$ cat src/rtl/fmap_stream_reader_if.sv
// Bundles the feature-map buffer read port and the outgoing channel-interleaved stream.
//   master : reader side (drives rd_en/rd_addr, consumes rd_data, drives the stream, sees ready)
//   slave  : buffer + consumer side
// Signals:
//   rd_en, rd_addr     buffer read strobe and address
//   rd_data            buffer data, valid the cycle after rd_en
//   out_data, out_ch   stream payload and its channel index
//   out_last           final beat of a bank read
//   out_valid          stream valid
//   out_ready          stream ready
interface fmap_stream_reader_if #(
  parameter int unsigned DATA_WIDTH = 26,
  parameter int unsigned ADDR_WIDTH = 31,
  parameter int unsigned CH_W       = 1
);
  logic                  rd_en;
  logic [ADDR_WIDTH-1:0] rd_addr;
  logic [DATA_WIDTH-1:0] rd_data;
  logic [DATA_WIDTH-1:0] out_data;
  logic [CH_W-1:0]       out_ch;
  logic                  out_last;
  logic                  out_valid;
  logic                  out_ready;

  modport master (
    output rd_en, rd_addr,
    input  rd_data,
    output out_data, out_ch, out_last, out_valid,
    input  out_ready
  );

  modport slave (
    input  rd_en, rd_addr,
    output rd_data,
    input  out_data, out_ch, out_last, out_valid,
    output out_ready
  );
endinterface

$ cat src/rtl/fmap_stream_reader.sv
// Reads one ping-pong bank of the inter-layer feature-map buffer in pixel-major,
// channel-interleaved order (p0c0, p0c1, ..., p1c0, ...) and streams it over valid/ready.
// The buffer has one cycle of read latency; a 2-entry queue absorbs backpressure, and reads are
// only issued when the queue is guaranteed to have room for them.
// Ports:
//   clk, rst          clock, asynchronous active-high reset
//   start, bank       one-cycle start pulse and bank select (sampled together, idle only)
//   busy, done_o      run in progress / one-cycle completion pulse
//   stall_cycles      cycles with out_valid && !out_ready during the last run
//   bus               buffer read port + output stream (fmap_stream_reader_if.master)
// Optional feature: define FMAP_READER_STALL_CNT_EN to build the stall counter; otherwise
// stall_cycles is tied to 0.
module fmap_stream_reader #(
  parameter int unsigned DATA_WIDTH = 26,
  parameter int unsigned CHUNK_SIZE = 16384,
  parameter int unsigned NUM_PORTS  = 2,
  parameter int unsigned ADDR_WIDTH = 31
) (
  input  logic                        clk,
  input  logic                        rst,
  input  logic                        start,
  input  logic                        bank,
  output logic                        busy,
  output logic                        done_o,
  output logic [31:0]                 stall_cycles,
  fmap_stream_reader_if.master        bus
);
  localparam int unsigned CH_W = (NUM_PORTS > 1) ? $clog2(NUM_PORTS) : 1;
  localparam int unsigned PW   = (CHUNK_SIZE > 1) ? $clog2(CHUNK_SIZE) : 1;
  localparam logic [CH_W-1:0]       LastCh = CH_W'(NUM_PORTS - 1);
  localparam logic [PW-1:0]         LastP  = PW'(CHUNK_SIZE - 1);
  localparam logic [ADDR_WIDTH-1:0] ChunkA = ADDR_WIDTH'(CHUNK_SIZE);
  localparam logic [ADDR_WIDTH-1:0] BankA  = ADDR_WIDTH'(NUM_PORTS * CHUNK_SIZE);

  typedef enum logic [1:0] {StIdle, StIssue, StDrain, StDone} state_e;

  state_e                state_q, state_d;
  logic [ADDR_WIDTH-1:0] base_q, base_d;
  logic [ADDR_WIDTH-1:0] addr_q, addr_d;
  logic [PW-1:0]         p_q, p_d;
  logic [CH_W-1:0]       c_q, c_d;
  // Tag of the read whose data arrives on rd_data this cycle.
  logic                  infl_q, infl_d;
  logic [CH_W-1:0]       infl_ch_q, infl_ch_d;
  logic                  infl_last_q, infl_last_d;
  // 2-entry output queue.
  logic [DATA_WIDTH-1:0] q_data_q [2];
  logic [DATA_WIDTH-1:0] q_data_d [2];
  logic [CH_W-1:0]       q_ch_q [2];
  logic [CH_W-1:0]       q_ch_d [2];
  logic [1:0]            q_last_q, q_last_d;
  logic                  wr_ptr_q, wr_ptr_d;
  logic                  rd_ptr_q, rd_ptr_d;
  logic [1:0]            cnt_q, cnt_d;

  logic                  pop, issue, is_last;
  logic [2:0]            used;
  logic [ADDR_WIDTH-1:0] cur_addr;

  always_comb begin
    pop      = (cnt_q != 2'd0) && bus.out_ready;
    // Slots committed after this edge; a pop this cycle frees one, which keeps 1 beat/cycle.
    used     = 3'(cnt_q) + 3'(infl_q) - 3'(pop);
    issue    = (state_q == StIssue) && (used < 3'd2);
    is_last  = (c_q == LastCh) && (p_q == LastP);
    cur_addr = base_q + ADDR_WIDTH'(c_q) * ChunkA + ADDR_WIDTH'(p_q);

    state_d     = state_q;
    base_d      = base_q;
    addr_d      = addr_q;
    p_d         = p_q;
    c_d         = c_q;
    infl_d      = issue;
    infl_ch_d   = c_q;
    infl_last_d = is_last;

    case (state_q)
      StIdle: begin
        if (start) begin
          base_d  = bank ? BankA : '0;
          p_d     = '0;
          c_d     = '0;
          state_d = StIssue;
        end
      end
      StIssue: begin
        if (issue) begin
          addr_d = cur_addr;
          if (c_q == LastCh) begin
            c_d = '0;
            if (p_q == LastP) state_d = StDrain;
            else              p_d     = p_q + PW'(1);
          end else begin
            c_d = c_q + CH_W'(1);
          end
        end
      end
      StDrain: begin
        // Leave as soon as the final beat is popped so done_o follows it by one cycle.
        if (used == 3'd0) state_d = StDone;
      end
      StDone:  state_d = StIdle;
      default: state_d = StIdle;
    endcase

    q_data_d = q_data_q;
    q_ch_d   = q_ch_q;
    q_last_d = q_last_q;
    wr_ptr_d = wr_ptr_q;
    rd_ptr_d = rd_ptr_q;
    if (infl_q) begin
      q_data_d[wr_ptr_q] = bus.rd_data;
      q_ch_d[wr_ptr_q]   = infl_ch_q;
      q_last_d[wr_ptr_q] = infl_last_q;
      wr_ptr_d           = ~wr_ptr_q;
    end
    if (pop) rd_ptr_d = ~rd_ptr_q;
    cnt_d = cnt_q + 2'(infl_q) - 2'(pop);
  end

  always_ff @(posedge clk or posedge rst) begin
    if (rst) begin
      state_q     <= StIdle;
      base_q      <= '0;
      addr_q      <= '0;
      p_q         <= '0;
      c_q         <= '0;
      infl_q      <= 1'b0;
      infl_ch_q   <= '0;
      infl_last_q <= 1'b0;
      q_data_q    <= '{default: '0};
      q_ch_q      <= '{default: '0};
      q_last_q    <= '0;
      wr_ptr_q    <= 1'b0;
      rd_ptr_q    <= 1'b0;
      cnt_q       <= '0;
    end else begin
      state_q     <= state_d;
      base_q      <= base_d;
      addr_q      <= addr_d;
      p_q         <= p_d;
      c_q         <= c_d;
      infl_q      <= infl_d;
      infl_ch_q   <= infl_ch_d;
      infl_last_q <= infl_last_d;
      q_data_q    <= q_data_d;
      q_ch_q      <= q_ch_d;
      q_last_q    <= q_last_d;
      wr_ptr_q    <= wr_ptr_d;
      rd_ptr_q    <= rd_ptr_d;
      cnt_q       <= cnt_d;
    end
  end

  assign bus.rd_en     = issue;
  assign bus.rd_addr   = issue ? cur_addr : addr_q;
  assign bus.out_valid = (cnt_q != 2'd0);
  assign bus.out_data  = q_data_q[rd_ptr_q];
  assign bus.out_ch    = q_ch_q[rd_ptr_q];
  assign bus.out_last  = q_last_q[rd_ptr_q];
  assign busy          = (state_q == StIssue) || (state_q == StDrain);
  assign done_o        = (state_q == StDone);

`ifdef FMAP_READER_STALL_CNT_EN
  logic [31:0] stall_q, stall_d;

  always_comb begin
    stall_d = stall_q;
    if ((state_q == StIdle) && start) begin
      stall_d = '0;
    end else if (bus.out_valid && !bus.out_ready && (stall_q != 32'hFFFF_FFFF)) begin
      stall_d = stall_q + 32'd1;
    end
  end

  always_ff @(posedge clk or posedge rst) begin
    if (rst) stall_q <= '0;
    else     stall_q <= stall_d;
  end

  assign stall_cycles = stall_q;
`else
  assign stall_cycles = '0;
`endif
endmodule

$ cat src/flat_wrapper.sv
// flat-port wrapper written by rule: the top's interface ports become plain ports
module fmap_stream_reader_flat 
#(
  parameter int unsigned DATA_WIDTH = 26,
  parameter int unsigned CHUNK_SIZE = 16384,
  parameter int unsigned NUM_PORTS  = 2,
  parameter int unsigned ADDR_WIDTH = 31
)
  (clk, rst, start, bank, busy, done_o, stall_cycles, bus_rd_en, bus_rd_addr, bus_rd_data, bus_out_data, bus_out_ch, bus_out_last, bus_out_valid, bus_out_ready);
  fmap_stream_reader_if #(.DATA_WIDTH(DATA_WIDTH), .ADDR_WIDTH(ADDR_WIDTH), .CH_W(1)) bus_i ();
  input  logic clk;
  input  logic rst;
  input  logic start;
  input  logic bank;
  output logic busy;
  output logic done_o;
  output logic [31:0] stall_cycles;
  output wire logic [$bits(bus_i.rd_en)-1:0] bus_rd_en;
  output wire logic [$bits(bus_i.rd_addr)-1:0] bus_rd_addr;
  input wire logic [$bits(bus_i.rd_data)-1:0] bus_rd_data;
  output wire logic [$bits(bus_i.out_data)-1:0] bus_out_data;
  output wire logic [$bits(bus_i.out_ch)-1:0] bus_out_ch;
  output wire logic [$bits(bus_i.out_last)-1:0] bus_out_last;
  output wire logic [$bits(bus_i.out_valid)-1:0] bus_out_valid;
  input wire logic [$bits(bus_i.out_ready)-1:0] bus_out_ready;
  assign bus_rd_en = bus_i.rd_en;
  assign bus_rd_addr = bus_i.rd_addr;
  assign bus_i.rd_data = bus_rd_data;
  assign bus_out_data = bus_i.out_data;
  assign bus_out_ch = bus_i.out_ch;
  assign bus_out_last = bus_i.out_last;
  assign bus_out_valid = bus_i.out_valid;
  assign bus_i.out_ready = bus_out_ready;
  fmap_stream_reader #(.DATA_WIDTH(DATA_WIDTH), .CHUNK_SIZE(CHUNK_SIZE), .NUM_PORTS(NUM_PORTS), .ADDR_WIDTH(ADDR_WIDTH)) u_core (.clk(clk), .rst(rst), .start(start), .bank(bank), .busy(busy), .done_o(done_o), .stall_cycles(stall_cycles), .bus(bus_i));
endmodule
$ cat config.mk
export PLATFORM = sky130hd
export DESIGN_NAME = fmap_stream_reader_flat
export DESIGN_NICKNAME = d
export VERILOG_FILES = /design/src/rtl/fmap_stream_reader_if.sv /design/src/rtl/fmap_stream_reader.sv /design/src/flat_wrapper.sv
export SDC_FILE = /design/constraint.sdc
export NUM_CORES = 1
export LEC_CHECK = 0
export BUFFER_PORTS_ARGS = -buffer_cell sky130_fd_sc_hd__buf_2
export CAP_MARGIN = 20
export CORE_ASPECT_RATIO = 0.7
export CORE_UTILIZATION = 45
export CTS_BUF_LIST = sky130_fd_sc_hd__clkbuf_4
export DETAILED_ROUTE_END_ITERATION = 8
export MAX_ROUTING_LAYER = met4
export PLACE_DENSITY = 0.8
export SETUP_SLACK_MARGIN = 0.1
export SYNTH_ARGS = -nofsm -noshare
export SYNTH_HDL_FRONTEND = slang
export SYNTH_SLANG_ARGS = --single-unit
$ cat constraint.sdc
create_clock -name clk -period 5.6 [get_ports clk]
set_input_delay 0 -clock clk [delete_from_list [all_inputs] [get_ports clk]]
set_output_delay 0 -clock clk [all_outputs]
set_load 0.005 [all_outputs]
==> metrics.cfg, run 1 <==
[run_status]
status=complete, no violations

[run]
drv_cap=0

[clock_network]
clock-root-buffer=clkbuf_4
cts_setup_buffers=0
htreeDepth=3
cts_made_buffers=9
path_clk_slew_ns=0.15
cts_tree=yes
clkSinkCount=112
clk_path_buf_depth=2
clock_latency_ns=0.46

[critical_path]
crit_type=flop to primary output
r2r.worst_path.cells=11
arrival_ns=3.92
cp-start-kind=flop
cp.required_ns=5.60
worst-path-max-fanout=36
cp-end-kind=primary output

[route]
drcViolationCount=0
vias_per_cell=4.93
ant_nets=0
wl_um=10300
avgRoutedWirePerCell_um=14.5
vias=3511
drtIter0Drc=136
dr.pass1.iters=4

[placement]
post_dp_cell_area_um2=5880
routabilityCongestion=0.777
port_buffers=93
place_hpwl_um=6820

[sta]
setup_viol=0
slew_headroom_pct=38.6
worst_slew_pin_slew_ns=0.920
hold_viol=0
setup_tns_ns=0
skew_ns=0.0119
rsz0062_at_grt=no
layout_min_cycle_time_ns=3.92
slew_viol_final=0
period_share_pct=69.9
fmax_mhz=255

[power]
p_per_area_nw_per_um2=460
power.leakage_uw=0.00311
ir_worst_vdd_mv=0.171

[global_route]
overflow=0
antenna_found_initial=0
grt_pass1_vias=3615
grt_max_degree=75
grt_pass1_wl_um=17300
grt_util_all_layers_pct=18.2

[synthesis]
async_flop_share_pct=100
syn_area_um2=5400
yosysUniqueCellTypes=51
synth_edf_count=0
synth_cells=432
synth_seq_area_share_pct=51.9
synth_area_per_cell_um2=12.5
synth_ff_type=dfrtp_1
ys_warn_count=0
ys_ff_latch=112

[final_layout]
drive_above_1_share_pct=42.2
nFillCells=1007
diodes=0
mostFrequentLayoutCell=dfrtp_1
fin_area_um2=6340
mostFrequentLayoutCells=dfrtp_1 (112), mux2_2 (111), buf_2 (93)
nNetsFinal=591
area_growth_syn_to_layout_pct=17.5

[hold_path]
hp-class=primary input to async pin

[die]
coreArea_um2=11700
pin_count=126
die_area_um2=12400
num_rows=33
start_util_pct=46.2
die_x_um=133
die_h_um=93.6

[synth_stat cells, drive strengths merged (2+ instances only)]
master,instances,share of area [%]
a21o,2,0.28
a21oi,3,0.28
and2,34,3.9
and3,3,0.35
and4,3,0.53
buf,41,5.4
clkbuf,11,0.76
dfrtp,112,52
ha,8,1.9
inv,12,0.83
mux2,112,23
nand2,19,1.3
nand3,8,0.93
nand4,3,0.35
nor2,4,0.37
nor2b,2,0.23
o21a,4,0.56
o21ai,18,1.7
o31ai,2,0.28
o41ai,2,0.32
or2,3,0.35
or3,3,0.35
or4,2,0.35
xor2,2,0.32
[what timing repair did]
item,in CTS,in global routing
hold buffers,30,0
setup endpoints to repair,0,0
hold endpoints to repair,92,0
resized for setup,0,0
[power breakdown]
part	switching (µW)	leakage (µW)	internal, µW
logic	587	0.00161	717
registers	153	0.00143	1080
clock network	242	0.0000704	142
[critical path, cell delays in order, from the launching register on]
cell	delay [ns]
dfrtp_1	0.41
or2_2	0.31
and2_1	0.18
ha_1	0.27
inv_1	0.04
ha_1	0.21
fa_1	0.44
xnor2_1	0.33
nor2_1	0.10
nand2_2	0.45
buf_16	0.24
mux2_2	0.35
buf_2	0.13
[layer usage]
| metal | share of wire, % | global-route usage (%) |
|---|---|---|
| met1 | 45 | 22.1 |
| met2 | 49 | 30.4 |
| met3 | 4.9 | 4.12 |
| met4 | 1.1 | 5.56 |
| met5 | 0 | - |
[worst paths after layout]
kind,start,to,slack [ns]
setup / recovery,u_core.cnt_q[0],bus_rd_addr[1],1.68
hold / removal,rst,u_core.q_data_q[27],0.09
setup reg to reg,u_core.cnt_q[0],u_core.addr_q[15],2.17
hold reg to reg,u_core.addr_q[16],u_core.addr_q[16],0.50
max in group asynchronous,rst,u_core.q_data_q[45],4.23
min in group clk,start,u_core.p_q[12],0.16
[final cells by class]
cell class                      instances  area [µm²]  area share [%]
Sequential cell                       112        2800            44.2
Multi-Input combinational cell        287        2340            36.8
Timing Repair Buffer                  129         831            13.1
Tap cell                              157         196            3.10
Clock buffer                           11        82.6            1.30
Inverter                               12        47.5           0.750
Clock inverter                          4        46.3           0.730
[per-stage QoR]
step	hold WS (ns)	worst slack, ns	power [µW]	std cells	utilization [%]
after floorplan	0.150	2.50	2140	463	-
after global placement	0.0522	2.13	2440	665	50.3
after detailed placement	0.0610	2.00	2520	665	50.3
after CTS	0.0662	1.45	2930	710	54.0
after global routing	0.0998	1.35	3140	712	54.3
final	0.0892	1.68	2920	712	54.3
[sequential cells by signal (all words and copies together), names as in the netlist, 2 cells and up]
signal / cells
u_core.p_q: 14
u_core.q_ch_q: 2
u_core.cnt_q: 2
u_core.q_data_q: 52
u_core.addr_q: 31
u_core.q_last_q: 2
u_core.state_q: 2
[logic make-up after synthesis]
group	share of synthesized area, %
muxes	23.6
DFF	51.9
and+or+nand+nor	10.2
buffers and inverters	6.98
AOI/OAI and AO/OA	4.61
adders and majority gates	2.23
xor gates and xnor gates	0.487
other	0.0695
No activity file was read; power rests on OpenSTA's default activity.
==> run 2: changes to the inputs <==
Clock period 5.6 ns to 4.05 ns, I/O delays scaled along.
==> run 2 against run 1 <==
Die area is the same. Non-clock buffer count grew 2. Via count shrank 0.11%. Wire length grew 1.3%. Critical path depth shrank 1. Register-to-register slack lost 1.5 ns.
==> metrics.cfg, run 2 (synthesis gave the netlist of run 1 again) <==
[run_status]
status=complete, no violations

[die]
coreArea_um2=11700  ; unchanged
die_area_um2=12400  ; unchanged
die_x_um=133  ; unchanged
num_rows=33  ; unchanged
start_util_pct=46.2  ; unchanged
pin_count=126  ; unchanged
die_h_um=93.6  ; unchanged

[route]
drtIter0Drc=146  ; +7.4%
dr.pass1.iters=4  ; unchanged
met1_length_um=4810  ; +3.3%
highest_layer=met4
wl_met3_um=511  ; +0.20%
wl_met2_um=5070  ; +0.50%
avgRoutedWirePerCell_um=14.6  ; +0.84%
drcViolationCount=0  ; unchanged
wl_um=10500  ; +1.3%
ant_nets=0  ; unchanged
vias=3507  ; -0.11%
vias_per_cell=4.90  ; -0.53%

[sta]
rsz0062_at_grt=no
setup_tns_ns=0  ; unchanged
hold_viol=0  ; unchanged
setup_viol=0  ; unchanged
layout_min_cycle_time_ns=3.71
slew_headroom_pct=38.2  ; -0.40 points
period_share_pct=91.5
fmax_mhz=270
slew_viol_final=0  ; unchanged
worst_slew_pin_slew_ns=0.926  ; +0.00603 ns
skew_ns=0.0132  ; +0.00131 ns

[critical_path]
cp-start-kind=flop
crit_type=flop to primary output
worst-r2r-setup-slack_ns=0.68  ; -1.49 ns
path_buf_inv=2  ; -1
worst-path-max-fanout=37  ; +2.8%
cp_top_family=simple AND/OR/NAND/NOR gates
cp-end-kind=primary output
cp.required_ns=4.05  ; -1.55 ns
reg2reg_from=u_core.cnt_q[0]
r2r.worst_path.cells=11  ; unchanged
max_stage_delay_ns=0.43  ; -0.02 ns
worstReg2RegEnd=u_core.p_q[11]
arrival_ns=3.71  ; -0.21 ns
slowest_stage=fa_1
path_common_cell=ha_1
crit_chain=or2_2 -> and2_1 -> ha_1 -> inv_1 -> ha_1 -> fa_1 -> xnor2_1 -> nor2_1 -> nand2_4 -> mux2_2 -> buf_2

[power]
ir_worst_vdd_mv=0.283  ; +66%
p_per_area_nw_per_um2=639  ; +39%
power.switching_uw=1390  ; +42%
switching_share_pct=34.2  ; +0.61 points
p_clk_share_pct=13.2  ; about the same
seq_power_share_pct=42.2  ; about the same
power.leakage_uw=0.00312  ; +0.40%
internal-power_uw=2670  ; +38%
combPwrFrac_pct=44.6  ; about the same

[clock_network]
htreeDepth=3  ; unchanged
path_clk_slew_ns=0.15  ; about the same
clock_latency_ns=0.45  ; about the same
clkSinkCount=112  ; unchanged
clk_path_buf_depth=2  ; unchanged
cts_tree=yes
cts_made_buffers=9  ; unchanged
clock-root-buffer=clkbuf_4

[placement]
port_buffers=93  ; unchanged
post_dp_cell_area_um2=5910  ; +0.51%
place_hpwl_um=7080  ; +3.8%
routabilityCongestion=0.807  ; +3.9%

[hold_path]
hp-class=primary input to flop
hp-start=start
hold_end=u_core.p_q[13]
timing.hold.worst_path_depth=5

[global_route]
overflow=0  ; unchanged
antenna_found_initial=0  ; unchanged
grt_pass1_vias=3540  ; -2.1%
grt_max_degree=75  ; unchanged
grt_pass1_wl_um=16900  ; -2.6%
grt_util_all_layers_pct=17.8  ; -0.42 points

[final_layout]
reg_top3=u_core.q_data_q (52), u_core.addr_q (31), u_core.p_q (14)
diodes=0  ; unchanged
mostFrequentLayoutCells=dfrtp_1 (112), mux2_2 (111), buf_2 (93)
mostFrequentLayoutCell=dfrtp_1
fin_area_um2=6350  ; about the same
nNetsFinal=593  ; +0.34%
largest_register_ffs=52  ; unchanged
regMostFlops=u_core.q_data_q
area_growth_syn_to_layout_pct=17.6  ; about the same
drive_above_1_share_pct=42.5  ; +0.31 points
nFillCells=975  ; -3.2%

[run]
drv_cap=0  ; unchanged

run 2: worst max-delay path by stage:
stage                                   end  cells past startpoint       startpoint  slack (ns)
after detailed placement    bus_rd_addr[30]                     12  u_core.cnt_q[0]        0.65
after global placement       bus_rd_addr[6]                     11  u_core.cnt_q[1]        0.80
after CTS                   bus_rd_addr[30]                     12  u_core.cnt_q[0]        0.10
final                        bus_rd_addr[4]                     11  u_core.cnt_q[0]        0.34
after global routing        bus_rd_addr[19]                     12  u_core.cnt_q[0]        0.12
after floorplan           u_core.state_q[1]                     11  u_core.cnt_q[1]        0.95
run 2: tightest hold or removal path, delay by kind of cell:
family / cells / cell delay (ns)
AOI/OAI and AO/OA: 2 / 0.16
and+or+nand+nor: 2 / 0.33
buffers and inverters: 1 / 0.10
run 2: final cells by class:
class	count	area [µm²]	share of cell area, %
clock buffer	10	75.1	1.18
clock inverter	6	60.1	0.946
inverter	12	47.5	0.749
multi-input combinational	287	2340	36.9
sequential	112	2800	44.1
tap	157	196	3.09
timing repair buffer	131	826	13.0
run 2: timing repair:
item,CTS,global route
buffers inserted,0,0
resized for setup,0,1
hold buffers,30,0
endpoints found under the hold margin,127,0
setup endpoints to repair,0,31
run 2: power groups by stage:
stage          registers [µW]  logic [µW]  clock network [µW]
2_1_floorplan            1650        1320                   0
3_3_place_gp             1700        1700                   0
3_5_place_dp             1740        1770                   0
4_1_cts                  1710        1820                 560
5_1_grt                  1760        1990                 588
6_report                 1710        1810                 535
run 2: per-layer routing:
layer,vias to the layer above,global-route usage [%]
li1,1673,-
met1,1722,22.2
met2,103,28.9
met3,9,4.39
met4,0,4.89
met5,-,-
run 2: stage by stage:
stage               utilization, %  worst slack [ns]  std cells  hold WS [ns]  total power (µW)
floorplan                        -             0.950        463         0.150              2960
global placement              50.6             0.799        669         0.234              3400
detailed placement            50.6             0.654        669         0.248              3510
CTS                           54.3             0.104        715         0.124              4090
global route                  54.3             0.117        715         0.174              4340
finish                        54.3             0.345        715         0.180              4060
==> run 3: changes to the inputs <==
Settings changed: CORE_ASPECT_RATIO 0.7 to 0.75, RECOVER_POWER set to 100.
==> run 3 against run 2 <==
The run now ends with capacitance limit, slew limit left. First-iteration DRC count grew 75%. Core utilization fell by 0.31 points. Final cell count grew 0.56%. Sequential power about the same. Die area hardly changed. Register-to-register slack worse by 0.17 ns. Combinational power is 3% lower. Flip-flop and latch count unchanged. Critical path type unchanged. Largest cell class unchanged.
==> metrics.cfg, run 3 (synthesis gave the netlist of run 1 again) <==
[power]
p_per_area_nw_per_um2=640  ; +0.16%
ir_worst_vdd_mv=0.253  ; -11%
power.leakage_uw=0.00298  ; -4.5%

[route]
drcViolationCount=0  ; unchanged
vias_per_cell=4.92  ; +0.24%
drtIter0Drc=255  ; +75%
wl_um=10800  ; +2.9%
avgRoutedWirePerCell_um=15.0  ; +2.3%
ant_nets=0  ; unchanged
dr.pass1.iters=4  ; unchanged
vias=3535  ; +0.80%

[critical_path]
worst-r2r-setup-slack_ns=0.51  ; -0.17 ns
worst-path-max-fanout=48  ; +30%
crit_type=flop to primary output
cp.required_ns=4.05  ; about the same
arrival_ns=3.66  ; -0.05 ns
reg2reg_from=u_core.cnt_q[1]
cp-start-kind=flop
worstReg2RegEnd=u_core.p_q[11]
r2r.worst_path.cells=11  ; unchanged
cp-end-kind=primary output

[placement]
port_buffers=93  ; unchanged
pre_cts_slack_ns=0.565  ; -0.0888 ns
routabilityCongestion=0.787  ; -2.5%
place_hpwl_um=6990  ; -1.4%
place_inst=673  ; +0.60%

[die]
coreArea_um2=11700  ; -0.25%
die_h_um=96.8  ; +3.4%
die_area_um2=12400  ; about the same
die_x_um=128  ; -3.3%
start_util_pct=46.3  ; +0.11 points
pin_count=126  ; unchanged
num_rows=34  ; +3.0%

[clock_network]
cts_made_buffers=9  ; unchanged
htreeDepth=3  ; unchanged
clk_path_buf_depth=2  ; unchanged
clkSinkCount=112  ; unchanged
path_clk_slew_ns=0.16  ; about the same
cts_setup_buffers=0  ; unchanged
clock-root-buffer=clkbuf_4
clock_latency_ns=0.46  ; about the same
cts_tree=yes

[global_route]
grt_util_all_layers_pct=18.5  ; +0.77 points
antenna_found_initial=0  ; unchanged
grt_max_degree=74  ; -1.3%
overflow=0  ; unchanged
grt_pass1_wl_um=17600  ; +4.3%
grt_pass1_vias=3632  ; +2.6%

[final_layout]
regMostFlops=u_core.q_data_q
diodes=0  ; unchanged
nNetsFinal=592  ; -0.17%
largest_register_ffs=52  ; unchanged
nFillCells=1054  ; +8.1%
area_growth_syn_to_layout_pct=16.7
drive_above_1_share_pct=35.4  ; -7.1 points
finalNonFillerCells=719  ; +0.56%
finish.utilization_pct=54.0  ; -0.31 points
mostFrequentLayoutCells=dfrtp_1 (112), mux2_2 (110), buf_2 (61)
reg_top3=u_core.q_data_q (52), u_core.addr_q (31), u_core.p_q (14)
multi_input_area_um2=2340  ; -0.11%
mostFrequentLayoutCell=dfrtp_1
regArea_um2=2800  ; unchanged

[sta]
slew_viol_final=103  ; +103
setup_tns_ns=0  ; unchanged
layout_min_cycle_time_ns=3.66  ; -0.0452 ns
slew_headroom_pct=-80.6  ; -120 points
hold_viol=0  ; unchanged
skew_ns=0.0130  ; -0.000197 ns
period_share_pct=90.4  ; -1.1 points
rsz0062_at_grt=no
worst_slew_pin_slew_ns=2.71  ; +1.78 ns
hold_slack_ns=0.164  ; -0.0161 ns
setup_ws_ns=0.390  ; +0.0452 ns
fmax_mhz=273  ; +1.2%
setup_viol=0  ; unchanged

[run_status]
violations=capacitance limit, slew limit
status=finished, violations left

[hold_path]
hp-start=start
hold_end=u_core.p_q[13]
timing.hold.worst_path_depth=5  ; unchanged
hp-class=primary input to flop

[run]
drv_cap=2  ; +2

## run 3: changes by cell type in the layout (fill, tap and decap cells not counted), sizes merged
cell | before | now
clkinvlp | 1 | 0
buf | 101 | 63
clkbuf | 10 | 46
inv | 12 | 14
## run 3: layer usage
metal  up-vias  global-route usage (%)  wire (µm)  share of wire [%]
li1       1675                       -          -                  -
met1      1750                    23.0       4840                 45
met2       102                    29.5       5250                 49
met3         8                    5.81        611                5.7
met4         0                    4.25         70               0.65
met5         -                       -          0                  0
## run 3: final cells by class
class / count / share of cell area, %
Sequential cell: 112 / 44.5
Multi-Input combinational cell: 287 / 37.1
Clock buffer: 9 / 1.07
Timing Repair Buffer: 130 / 12.1
Clock inverter: 7 / 1.25
Inverter: 12 / 0.715
Tap cell: 162 / 3.22
## run 3: repair_timing
item | CTS | global route
resized for setup | 1 | 1
endpoints found under the hold margin | 126 | 0
endpoints found under the setup margin | 22 | 23
hold buffers | 30 | 0
## run 3: where the power goes
| group | internal, µW | switching (µW) | total (µW) |
|---|---|---|---|
| combinational | 925 | 834 | 1760 |
| clock | 196 | 367 | 563 |
| sequential | 1490 | 222 | 1710 |
| total | 2610 | 1420 | 4030 |
## run 3: per-stage QoR
step / cell area [µm²] / total power, µW
after floorplan: 5510 / 2960
after global placement: 5910 / 3400
after detailed placement: 5910 / 3500
after CTS: 6360 / 4120
after global routing: 6300 / 4350
final: 6300 / 4030
## run 3: worst max path at each step
| stage | from | cells past startpoint | to |
|---|---|---|---|
| floorplan | u_core.cnt_q[1] | 11 | u_core.state_q[1] |
| global placement | u_core.cnt_q[1] | 11 | bus_rd_addr[5] |
| detailed placement | u_core.cnt_q[1] | 12 | bus_rd_addr[20] |
| CTS | u_core.cnt_q[1] | 12 | bus_rd_addr[20] |
| global route | u_core.cnt_q[1] | 12 | bus_rd_addr[16] |
| finish | u_core.cnt_q[1] | 12 | bus_rd_addr[16] |
## run 3: worst max-delay path, stage by stage, from the launching register on
cell	delay (ns)
dfrtp_1	0.44
or2_2	0.30
and2_0	0.20
ha_1	0.29
inv_1	0.04
ha_1	0.20
fa_1	0.43
xnor2_1	0.18
nor2_1	0.32
nand2_8	0.23
buf_4	0.27
and2_0	0.16
buf_2	0.13
